--- config.mk ---
export PLATFORM = sky130hd
export DESIGN_NAME = rx_buffer_drain_scheduler_flat
export DESIGN_NICKNAME = d
export VERILOG_FILES = /design/src/rtl/rx_buffer_drain_scheduler_if.sv /design/src/rtl/rx_buffer_drain_scheduler.sv /design/src/flat_wrapper.sv
export SDC_FILE = /design/constraint.sdc
export NUM_CORES = 1
export LEC_CHECK = 0
export CORE_ASPECT_RATIO = 1.25
export CORE_MARGIN = 4
export CORE_UTILIZATION = 40
export CTS_CLUSTER_SIZE = 14
export DETAILED_ROUTE_END_ITERATION = 10
export PLACE_DENSITY = 0.83
export SETUP_SLACK_MARGIN = 0.05
export SLEW_MARGIN = 20
export SYNTH_ARGS = -nofsm -noshare
export SYNTH_HDL_FRONTEND = slang
export SYNTH_SLANG_ARGS = --single-unit
--- constraint.sdc ---
create_clock -name clk -period 3.3 [get_ports clk]
set_input_delay 0.33 -clock clk [delete_from_list [all_inputs] [get_ports clk]]
set_output_delay 0.33 -clock clk [all_outputs]
set_load 0.005 [all_outputs]
--- src/rtl/rx_buffer_drain_scheduler_if.sv ---
// Buffer read port and DMA descriptor/transfer signals shared between the
// drain scheduler (master) and the buffer/DMA side (slave).
interface rx_buffer_drain_scheduler_if;
  logic [8:0]  rd_addr;
  logic [63:0] rd_data;
  logic        req_valid;
  logic        req_ready;
  logic [9:0]  req_start_addr;
  logic [15:0] req_byte_count;
  logic [9:0]  req_qwords;
  logic [8:0]  dma_rd_addr;
  logic        dma_done;

  modport master (
    output rd_addr,
    output req_valid,
    output req_start_addr,
    output req_byte_count,
    output req_qwords,
    input  rd_data,
    input  req_ready,
    input  dma_rd_addr,
    input  dma_done
  );

  modport slave (
    input  rd_addr,
    input  req_valid,
    input  req_start_addr,
    input  req_byte_count,
    input  req_qwords,
    output rd_data,
    output req_ready,
    output dma_rd_addr,
    output dma_done
  );
endinterface

--- src/rtl/rx_buffer_drain_scheduler.sv ---
// Receive buffer drain scheduler: walks packets in the 512 x 64 receive
// buffer, validates each header length, issues one DMA descriptor per packet
// (gated by host ring credits) and releases consumed space to the writer.
// Optional build macro: RX_DROP_STATS_EN enables the length-drop counter;
// without it dropped_count is tied to zero.
module rx_buffer_drain_scheduler #(
  parameter int unsigned CREDIT_MAX = 16,
  parameter int unsigned MAX_BYTES  = 1518
) (
  input  logic                              clk,
  input  logic                              reset_n,
  input  logic [9:0]                        commited_wr_address,
  output logic [9:0]                        rd_addr_extended,
  input  logic                              credit_return,
  output logic [31:0]                       dropped_count,
  rx_buffer_drain_scheduler_if.master       bus
);

  typedef enum logic [2:0] {
    StIdle,
    StHdr,
    StCheck,
    StReq,
    StXfer,
    StRelease
  } state_e;

  localparam logic [7:0]  CreditMax = 8'(CREDIT_MAX);
  localparam logic [31:0] MaxBytes  = 32'(MAX_BYTES);

  state_e      state_q;
  logic [9:0]  commit_s1_q;
  logic [9:0]  commit_s2_q;
  logic [9:0]  commit_sync_q;
  logic [9:0]  rd_ptr_q;
  logic [9:0]  rd_addr_ext_q;
  logic [9:0]  qw_q;
  logic [7:0]  credits_q;
  logic        req_valid_q;
  logic [9:0]  req_start_addr_q;
  logic [15:0] req_byte_count_q;
  logic [9:0]  req_qwords_q;

  logic [31:0] hdr_bc;
  logic [32:0] bc_sum;
  logic [9:0]  hdr_qw;
  logic        hdr_bad;
  logic        buf_empty;
  logic        handshake;
  logic        drop_evt;
  logic        unused_bits;

  assign hdr_bc    = bus.rd_data[63:32];
  assign bc_sum    = {1'b0, hdr_bc} + 33'd7;
  // ceil(bc/8), kept modulo 1024 like all extended-address arithmetic
  assign hdr_qw    = bc_sum[12:3];
  assign hdr_bad   = (hdr_bc == 32'd0) || (hdr_bc > MaxBytes);
  assign buf_empty = (commit_sync_q == rd_ptr_q);
  assign handshake = req_valid_q && bus.req_ready;
  assign drop_evt  = (state_q == StCheck) && hdr_bad;

  assign unused_bits = ^{bus.rd_data[31:0], bc_sum[32:13], bc_sum[2:0]};

  // Read port belongs to the DMA engine only while a payload is moving
  assign bus.rd_addr        = (state_q == StXfer) ? bus.dma_rd_addr : rd_ptr_q[8:0];
  assign bus.req_valid      = req_valid_q;
  assign bus.req_start_addr = req_start_addr_q;
  assign bus.req_byte_count = req_byte_count_q;
  assign bus.req_qwords     = req_qwords_q;
  assign rd_addr_extended   = rd_addr_ext_q;

  // Two-flop capture; commit_sync only takes a value seen on two consecutive
  // samples so skewed multi-bit transitions never leak through.
  always_ff @(posedge clk or negedge reset_n) begin
    if (!reset_n) begin
      commit_s1_q   <= '0;
      commit_s2_q   <= '0;
      commit_sync_q <= '0;
    end else begin
      commit_s1_q <= commited_wr_address;
      commit_s2_q <= commit_s1_q;
      if (commit_s1_q == commit_s2_q) begin
        commit_sync_q <= commit_s1_q;
      end
    end
  end

  // Host ring credits: consume on handshake, saturating return; both at once cancel.
  always_ff @(posedge clk or negedge reset_n) begin
    if (!reset_n) begin
      credits_q <= CreditMax;
    end else if (handshake && !credit_return) begin
      credits_q <= credits_q - 8'd1;
    end else if (!handshake && credit_return && (credits_q != CreditMax)) begin
      credits_q <= credits_q + 8'd1;
    end
  end

  // Packet sequencing FSM with registered descriptor and release pointer.
  always_ff @(posedge clk or negedge reset_n) begin
    if (!reset_n) begin
      state_q          <= StIdle;
      rd_ptr_q         <= '0;
      rd_addr_ext_q    <= '0;
      qw_q             <= '0;
      req_valid_q      <= 1'b0;
      req_start_addr_q <= '0;
      req_byte_count_q <= '0;
      req_qwords_q     <= '0;
    end else begin
      case (state_q)
        StIdle: begin
          if (!buf_empty) state_q <= StHdr;
        end
        StHdr: begin
          state_q <= StCheck;
        end
        StCheck: begin
          qw_q <= hdr_qw;
          if (hdr_bad) begin
            state_q <= StRelease;
          end else if (credits_q != 8'd0) begin
            state_q          <= StReq;
            req_valid_q      <= 1'b1;
            req_start_addr_q <= rd_ptr_q + 10'd1;
            req_byte_count_q <= hdr_bc[15:0];
            req_qwords_q     <= hdr_qw;
          end
        end
        StReq: begin
          if (bus.req_ready) begin
            req_valid_q <= 1'b0;
            state_q     <= StXfer;
          end
        end
        StXfer: begin
          if (bus.dma_done) state_q <= StRelease;
        end
        StRelease: begin
          rd_ptr_q      <= rd_ptr_q + 10'd1 + qw_q;
          rd_addr_ext_q <= rd_ptr_q + 10'd1 + qw_q;
          state_q       <= StIdle;
        end
        default: begin
          state_q <= StIdle;
        end
      endcase
    end
  end

`ifdef RX_DROP_STATS_EN
  logic [31:0] drop_cnt_q;

  // Count length-rejected frames, wrapping naturally at 2^32.
  always_ff @(posedge clk or negedge reset_n) begin
    if (!reset_n) begin
      drop_cnt_q <= '0;
    end else if (drop_evt) begin
      drop_cnt_q <= drop_cnt_q + 32'd1;
    end
  end

  assign dropped_count = drop_cnt_q;
`else
  logic unused_drop;
  assign unused_drop   = drop_evt;
  assign dropped_count = '0;
`endif

endmodule
--- src/flat_wrapper.sv ---
// flat-port wrapper written by rule: the top's interface ports become plain ports
module rx_buffer_drain_scheduler_flat 
#(
  parameter int unsigned CREDIT_MAX = 16,
  parameter int unsigned MAX_BYTES  = 1518
)
  (clk, reset_n, commited_wr_address, rd_addr_extended, credit_return, dropped_count, bus_rd_addr, bus_req_valid, bus_req_start_addr, bus_req_byte_count, bus_req_qwords, bus_rd_data, bus_req_ready, bus_dma_rd_addr, bus_dma_done);
  rx_buffer_drain_scheduler_if bus_i ();
  input  logic clk;
  input  logic reset_n;
  input  logic [9:0] commited_wr_address;
  output logic [9:0] rd_addr_extended;
  input  logic credit_return;
  output logic [31:0] dropped_count;
  output wire logic [$bits(bus_i.rd_addr)-1:0] bus_rd_addr;
  output wire logic [$bits(bus_i.req_valid)-1:0] bus_req_valid;
  output wire logic [$bits(bus_i.req_start_addr)-1:0] bus_req_start_addr;
  output wire logic [$bits(bus_i.req_byte_count)-1:0] bus_req_byte_count;
  output wire logic [$bits(bus_i.req_qwords)-1:0] bus_req_qwords;
  input wire logic [$bits(bus_i.rd_data)-1:0] bus_rd_data;
  input wire logic [$bits(bus_i.req_ready)-1:0] bus_req_ready;
  input wire logic [$bits(bus_i.dma_rd_addr)-1:0] bus_dma_rd_addr;
  input wire logic [$bits(bus_i.dma_done)-1:0] bus_dma_done;
  assign bus_rd_addr = bus_i.rd_addr;
  assign bus_req_valid = bus_i.req_valid;
  assign bus_req_start_addr = bus_i.req_start_addr;
  assign bus_req_byte_count = bus_i.req_byte_count;
  assign bus_req_qwords = bus_i.req_qwords;
  assign bus_i.rd_data = bus_rd_data;
  assign bus_i.req_ready = bus_req_ready;
  assign bus_i.dma_rd_addr = bus_dma_rd_addr;
  assign bus_i.dma_done = bus_dma_done;
  rx_buffer_drain_scheduler #(.CREDIT_MAX(CREDIT_MAX), .MAX_BYTES(MAX_BYTES)) u_core (.clk(clk), .reset_n(reset_n), .commited_wr_address(commited_wr_address), .rd_addr_extended(rd_addr_extended), .credit_return(credit_return), .dropped_count(dropped_count), .bus(bus_i));
endmodule
==> results.cfg, run 1 <==
[outcome]
outcome = complete, no violations

[critical_path]
cp-start-kind = flop
path_delay_family = XOR/XNOR gates
crit_top_cell = xnor2_1
path_buf_inv = 0
path_max_fanout = 8
rrSetupSlack_ns = 0.52
crit_chain = and4_1 > nand4_1 > xnor2_1 > ha_1 > a211oi_1 > a21oi_1 > a31oi_1 > xnor2_1 > nor2_1 > xor2_1
critPathMaxStageDelay_ns = 0.56
worstPathRequired_ns = 3.52
critPathArrivalTime_ns = 3.00
crit_type = flop to flop
critical_path.slowest_cell = dfrtp_1
crit_path_end_kind = flop

[clock_network]
cts_tree = yes
clkTransAtPathRegs_ns = 0.07
htreeDepth = 3
cts-resized-gates = 0
cts.sink_count = 98
clk_path_buf_depth = 2
postCtsSetupRepairBufs = 0
cts-root-buf = clkbuf_16
cts_buffers = 9
cts_hold_buf = 0
insertion_delay_ns = 0.34

[cells_and_area]
nets = 677
fillCellCount = 1081
final_area_mm2 = 0.00652
drive_gt1_frac = 0.116
finish.utilization = 0.531
num_antenna_cells = 0
area_delta_synth_final_pct = 28.2

[logic_synthesis]
seq_area_frac_synth = 0.482
async_reset_ff_frac = 1.00
yosys_warnings = 0
synth_top_cell_area_share = 0.477
synth.avg_cell_area_um2 = 11.0
netlist_area_mm2 = 0.00509
synth_top_area_cell = dfrtp_1
synthCells = 462
synth_area_leaders = dfrtp_1 (48%), mux2_2 (6.0%), xor2_1 (5.7%)
synth_edf_count = 0
synth-main-ff-cell = dfrtp_1
ys_ff_latch = 98
synth_cell_types = 48

[global_route]
grt_pass1_vias = 3928
antenna_found_initial = 0
grt_max_degree = 65
grt_first_pass_wirelength_um = 19400
overflow = 0
grt.total_usage = 0.168

[route]
wl_per_cell_um = 15.8
drc = 0
dr.first_iter.drc_count = 141
via_per_inst = 4.95
ant_nets = 0
vias = 3664
drt_pass1_iterations = 4
wirelength_um = 11700

[timing]
slew_headroom = 0.463
min_period_ns = 2.78
holdWs_ns = 0.0806
fmax_mhz = 360
slew_violations = 0
setup_viol = 0
hold_violations = 0
rsz0062_at_grt = no
final.setup.tns_ns = 0
period_share = 0.841
finClkSkew_ns = 0.00639
tightest_slew_ns = 0.806

[pwr]
p_leak_nw = 2.94
p_per_area_mw_per_mm2 = 718
peakVddDrop_v = 0.000298

[die]
design.core.area_mm2 = 0.0123
die_h_um = 134
num_rows = 45
ioPinCount = 176
fp.dieW_um = 109
initial_core_util = 0.414
die_area_mm2 = 0.0146

[placement]
port_buffers = 111
hpwl_um = 8760
place_area_mm2 = 0.00623
routabilityCongestion = 0.826

[run]
cap_viol_max_count = 0

[min_path]
hold_class = input pin to async pin
[state kept, by name (all words and copies together) (netlist names)]
register	count
u_core.bus.req_byte_count	16
u_core.bus.req_qwords	10
u_core.bus.req_start_addr	10
u_core.commit_s1_q	10
u_core.commit_s2_q	10
u_core.commit_sync_q	10
u_core.qw_q	10
u_core.rd_ptr_q	10
u_core.credits_q	8
u_core.state_q	3
u_core.bus.req_valid	1
[metal layers]
layer / track usage / routed length [um] / part of all wire
met1: 0.200 / 4730 / 0.40
met2: 0.303 / 6240 / 0.53
met3: 0.0380 / 651 / 0.056
met4: 0.0435 / 74 / 0.0063
met5: 0 / 0 / 0
[synth_stat cells, drive strengths merged (3+ instances only)]
cell	n
o31ai	5
clkbuf	12
ha	16
nor4	11
a31oi	4
and2	7
a21oi	21
nor2b	3
xor2	33
buf	37
xnor2	19
and3	7
nor2	21
nand3	10
dfrtp	97
o21ai	26
inv	11
nand2	34
nand4	7
mux2	41
and4	3
nor3	8
[worst reg2reg max path, stage by stage (launching register included)]
cell	delay, ns
dfrtp_1	0.56
and4_1	0.31
nand4_1	0.13
xnor2_1	0.30
ha_1	0.36
a211oi_1	0.28
a21oi_1	0.11
a31oi_1	0.23
xnor2_1	0.15
nor2_1	0.07
xor2_1	0.17
[placed cells by master (no fill, tap or decap), types with 4 or more instances in the layout]
| cell | netlist | layout |
|---|---|---|
| clkdlybuf4s50_1 | 0 | 110 |
| dfrtp_1 | 97 | 97 |
| nand2_1 | 34 | 34 |
| xor2_1 | 33 | 33 |
| conb_1 | 1 | 32 |
| mux2_2 | 27 | 27 |
| o21ai_0 | 24 | 24 |
| nor2_1 | 21 | 21 |
| a21oi_1 | 21 | 21 |
| xnor2_1 | 19 | 19 |
| ha_1 | 16 | 16 |
| mux2_4 | 14 | 14 |
| inv_1 | 11 | 11 |
| nand3_1 | 10 | 10 |
| nor4_1 | 10 | 10 |
| clkbuf_16 | 0 | 9 |
| nor3_1 | 8 | 8 |
| and3_1 | 7 | 7 |
| nand4_1 | 7 | 7 |
| and2_1 | 7 | 7 |
| o31ai_1 | 5 | 5 |
| buf_4 | 32 | 5 |
| a31oi_1 | 4 | 4 |
[stage by stage]
stage,worst slack (ns),cells,power (mW)
3_3_place_gp,0.447,724,3.53
4_1_cts,0.568,740,4.71
6_report,0.524,740,4.68
5_1_grt,0.357,740,5.04
3_5_place_dp,0.351,724,3.63
2_1_floorplan,0.908,493,2.96
[power by group]
part / total [mW] / leakage, nW / switching (mW) / internal [mW]
Clock: 1.05 / 0.143 / 0.456 / 0.591
Sequential: 1.72 / 1.25 / 0.305 / 1.41
Combinational: 1.92 / 1.54 / 0.931 / 0.988
Total: 4.68 / 2.94 / 1.69 / 2.99
[cell type report]
cell class	count	area, um2	share of cell area
Clock buffer	10	229	0.0351
Sequential cell	98	2450	0.376
Multi-Input combinational cell	335	2370	0.363
Clock inverter	6	65.1	0.00998
Tap cell	164	205	0.0315
Inverter	11	41.3	0.00633
Timing Repair Buffer	116	1160	0.178
[cells by family after synthesis]
logic type,count (synthesis),share of synthesized area
AO/OA/AOI/OAI,69,0.0787
XOR/XNOR,52,0.0895
adder cells (fa/ha/maj),18,0.0472
buffers and inverters,60,0.0758
flip-flops,98,0.482
multiplexers,41,0.101
other,1,0.000737
AND/OR/NAND/NOR,123,0.124
[path summary, 6_finish.rpt]
check,start,endpoint,depth (start not counted)
max reg2reg,u_core.rd_ptr_q[3],u_core.rd_ptr_q[9],10
min,reset_n,u_core.rd_ptr_q[2],1
max in group asynchronous,reset_n,u_core.commit_s1_q[7],2
min reg2reg,u_core.commit_s1_q[7],u_core.commit_s2_q[7],0
max,u_core.rd_ptr_q[3],u_core.rd_ptr_q[9],10
min in group clk,commited_wr_address[5],u_core.commit_s1_q[5],1
(Power assumes the default switching activity.)
==> run 2: changes to the inputs <==
--- a/config.mk
+++ b/config.mk
@@ -10,7 +10,7 @@
 export CORE_UTILIZATION = 40
 export CTS_CLUSTER_SIZE = 14
 export DETAILED_ROUTE_END_ITERATION = 10
-export PLACE_DENSITY = 0.83
+export PLACE_DENSITY = 0.86
 export SETUP_SLACK_MARGIN = 0.05
 export SLEW_MARGIN = 20
 export SYNTH_ARGS = -nofsm -noshare
==> constraint.sdc (replaced) <==
create_clock -name clk -period 2.4 [get_ports clk]
set_input_delay 0.24 -clock clk [delete_from_list [all_inputs] [get_ports clk]]
set_output_delay 0.24 -clock clk [all_outputs]
set_load 0.005 [all_outputs]
==> results.cfg, run 2 (synthesis gave the netlist of run 1 again) <==
[cells_and_area]
nets = 712
largest_register_ffs = 16
final_cell_mix = clkdlybuf4s50_1 (102), dfrtp_1 (95), nand2_1 (34), buf_4 (34)
stdcell_count = 775
num_antenna_cells = 0
multiInputGateArea_mm2 = 0.00251
finish.utilization = 0.570
area_delta_synth_final_pct = 37.6
seq_area_mm2 = 0.00246
drive_gt1_frac = 0.198
fillCellCount = 1043
layout.cells.most_common = clkdlybuf4s50_1

[clock_network]
clk_path_buf_depth = 2
cts.sink_count = 98
cts_buffers = 9
cts_tree = yes
cts-root-buf = clkbuf_16
insertion_delay_ns = 0.35
clkTransAtPathRegs_ns = 0.07
htreeDepth = 3

[die]
num_rows = 45
die_h_um = 134
ioPinCount = 176
die_area_mm2 = 0.0146
design.core.area_mm2 = 0.0123
initial_core_util = 0.414
fp.dieW_um = 109

[pwr]
power_switching_mw = 2.60
clkPwrFrac = 0.216
p_per_area_mw_per_mm2 = 1040
power_mw = 7.28
power_frac_comb = 0.473
switching_share = 0.358
seq_power_share = 0.311
peakVddDrop_v = 0.000463
p_leak_nw = 3.25
p_int_mw = 4.67

[route]
drc = 0
dr.first_iter.drc_count = 216
met2_length_um = 6560
via_per_inst = 5.07
ant_nets = 0
vias = 3928
wl_met3_um = 955
drt_pass1_iterations = 5
wirelength_um = 12700
maxUsedRoutingLayer = met4
wl_per_cell_um = 16.4
wl_met1_um = 4860

[critical_path]
critPathArrivalTime_ns = 2.61
rr_worst_depth = 10
critical_path.slowest_cell = dfrtp_1
crit_path_end_kind = flop
critPathMaxStageDelay_ns = 0.36
path_delay_family = compound AO/OA/AOI/OAI gates
crit_type = flop to flop
cp-start-kind = flop
worstPathRequired_ns = 2.62
crit_chain = and4_4 > nand4_1 > xnor2_2 > ha_4 > a211oi_2 > a21oi_1 > a31oi_2 > xnor2_1 > nor2_1 > xor2_1
critical_path_depth = 10
path_max_fanout = 6
path_buf_inv = 0

[placement]
dp.cells = 755
hpwl_um = 9230
routabilityCongestion = 0.779
port_buffers = 111

[timing]
min_period_ns = 2.39
rsz0062_at_grt = yes
slew_headroom = 0.499
slew_violations = 0
tightest_slew_ns = 0.751
hold_violations = 0
holdWs_ns = 0.328
period_share = 0.995
finClkSkew_ns = 0.00944
fmax_mhz = 419
setup_viol = 0

[global_route]
overflow = 0
grt_pass1_vias = 4189
grt_max_degree = 60
grt_first_pass_wirelength_um = 20100
grt.total_usage = 0.175
antenna_found_initial = 0

[outcome]
outcome = complete, no violations

[min_path]
hold_class = input pin to flop
min_path_cells = 1

[run]
cap_viol_max_count = 0
-- run 2: per-stage QoR --
stage	setup TNS (ns)	worst slack [ns]	cell area, um2
floorplan	0	0.0963	5200
global placement	-1.59	-0.0993	6460
detailed placement	-2.45	-0.134	6460
CTS	0	0.0250	6850
global route	-0.115	-0.0937	7000
finish	0	0.0111	7000
-- run 2: repair_timing --
item / CTS / global route
gates resized for setup: 10 / 26
hold buffers: 1 / 0
setup endpoints to repair: 11 / 24
endpoints found under the hold margin: 53 / 0
pin swaps: 1 / 6
setup buffers: 0 / 3
-- run 2: per-layer routing --
metal  vias to the layer above  global-route usage
met5                         -                   0
met4                         0              0.0568
met3                        22              0.0510
met2                       164               0.305
met1                      1917               0.205
li1                       1825                   -
-- run 2: area by class of cell --
type | instances | share of cell area
clock buffer | 11 | 0.0347
sequential | 98 | 0.351
tap | 164 | 0.0293
multi-input combinational | 335 | 0.359
clock inverter | 5 | 0.0118
timing repair buffer | 151 | 0.209
inverter | 11 | 0.00590
-- run 2: worst reg2reg max path: stages (launching register included) --
cell and delay, ns:
dfrtp_1 0.36, and4_4 0.25, nand4_1 0.13, xnor2_2 0.27
ha_4 0.26, a211oi_2 0.24, a21oi_1 0.15, a31oi_2 0.23
xnor2_1 0.14, nor2_1 0.07, xor2_1 0.17
-- run 2: worst paths after layout --
path	startpoint	end	slack [ns]
setup / recovery	u_core.rd_ptr_q[2]	u_core.rd_ptr_q[9]	0.01
hold / removal	commited_wr_address[6]	u_core.commit_s1_q[6]	0.33
setup reg to reg	u_core.rd_ptr_q[2]	u_core.rd_ptr_q[9]	0.01
hold reg to reg	u_core.commit_s1_q[7]	u_core.commit_s2_q[7]	0.42
max in group asynchronous	reset_n	u_core.rd_ptr_q[0]	1.19
min in group asynchronous	reset_n	u_core.commit_sync_q[2]	0.52
-- run 2: power groups by stage --
stage                     combinational (mW)  sequential [mW]  clock, mW
after floorplan                         1.88             2.20          0
after global placement                  2.83             2.23          0
after detailed placement                2.99             2.25          0
after CTS                               3.11             2.24       1.59
after global routing                    3.77             2.31       1.67
final                                   3.44             2.27       1.57
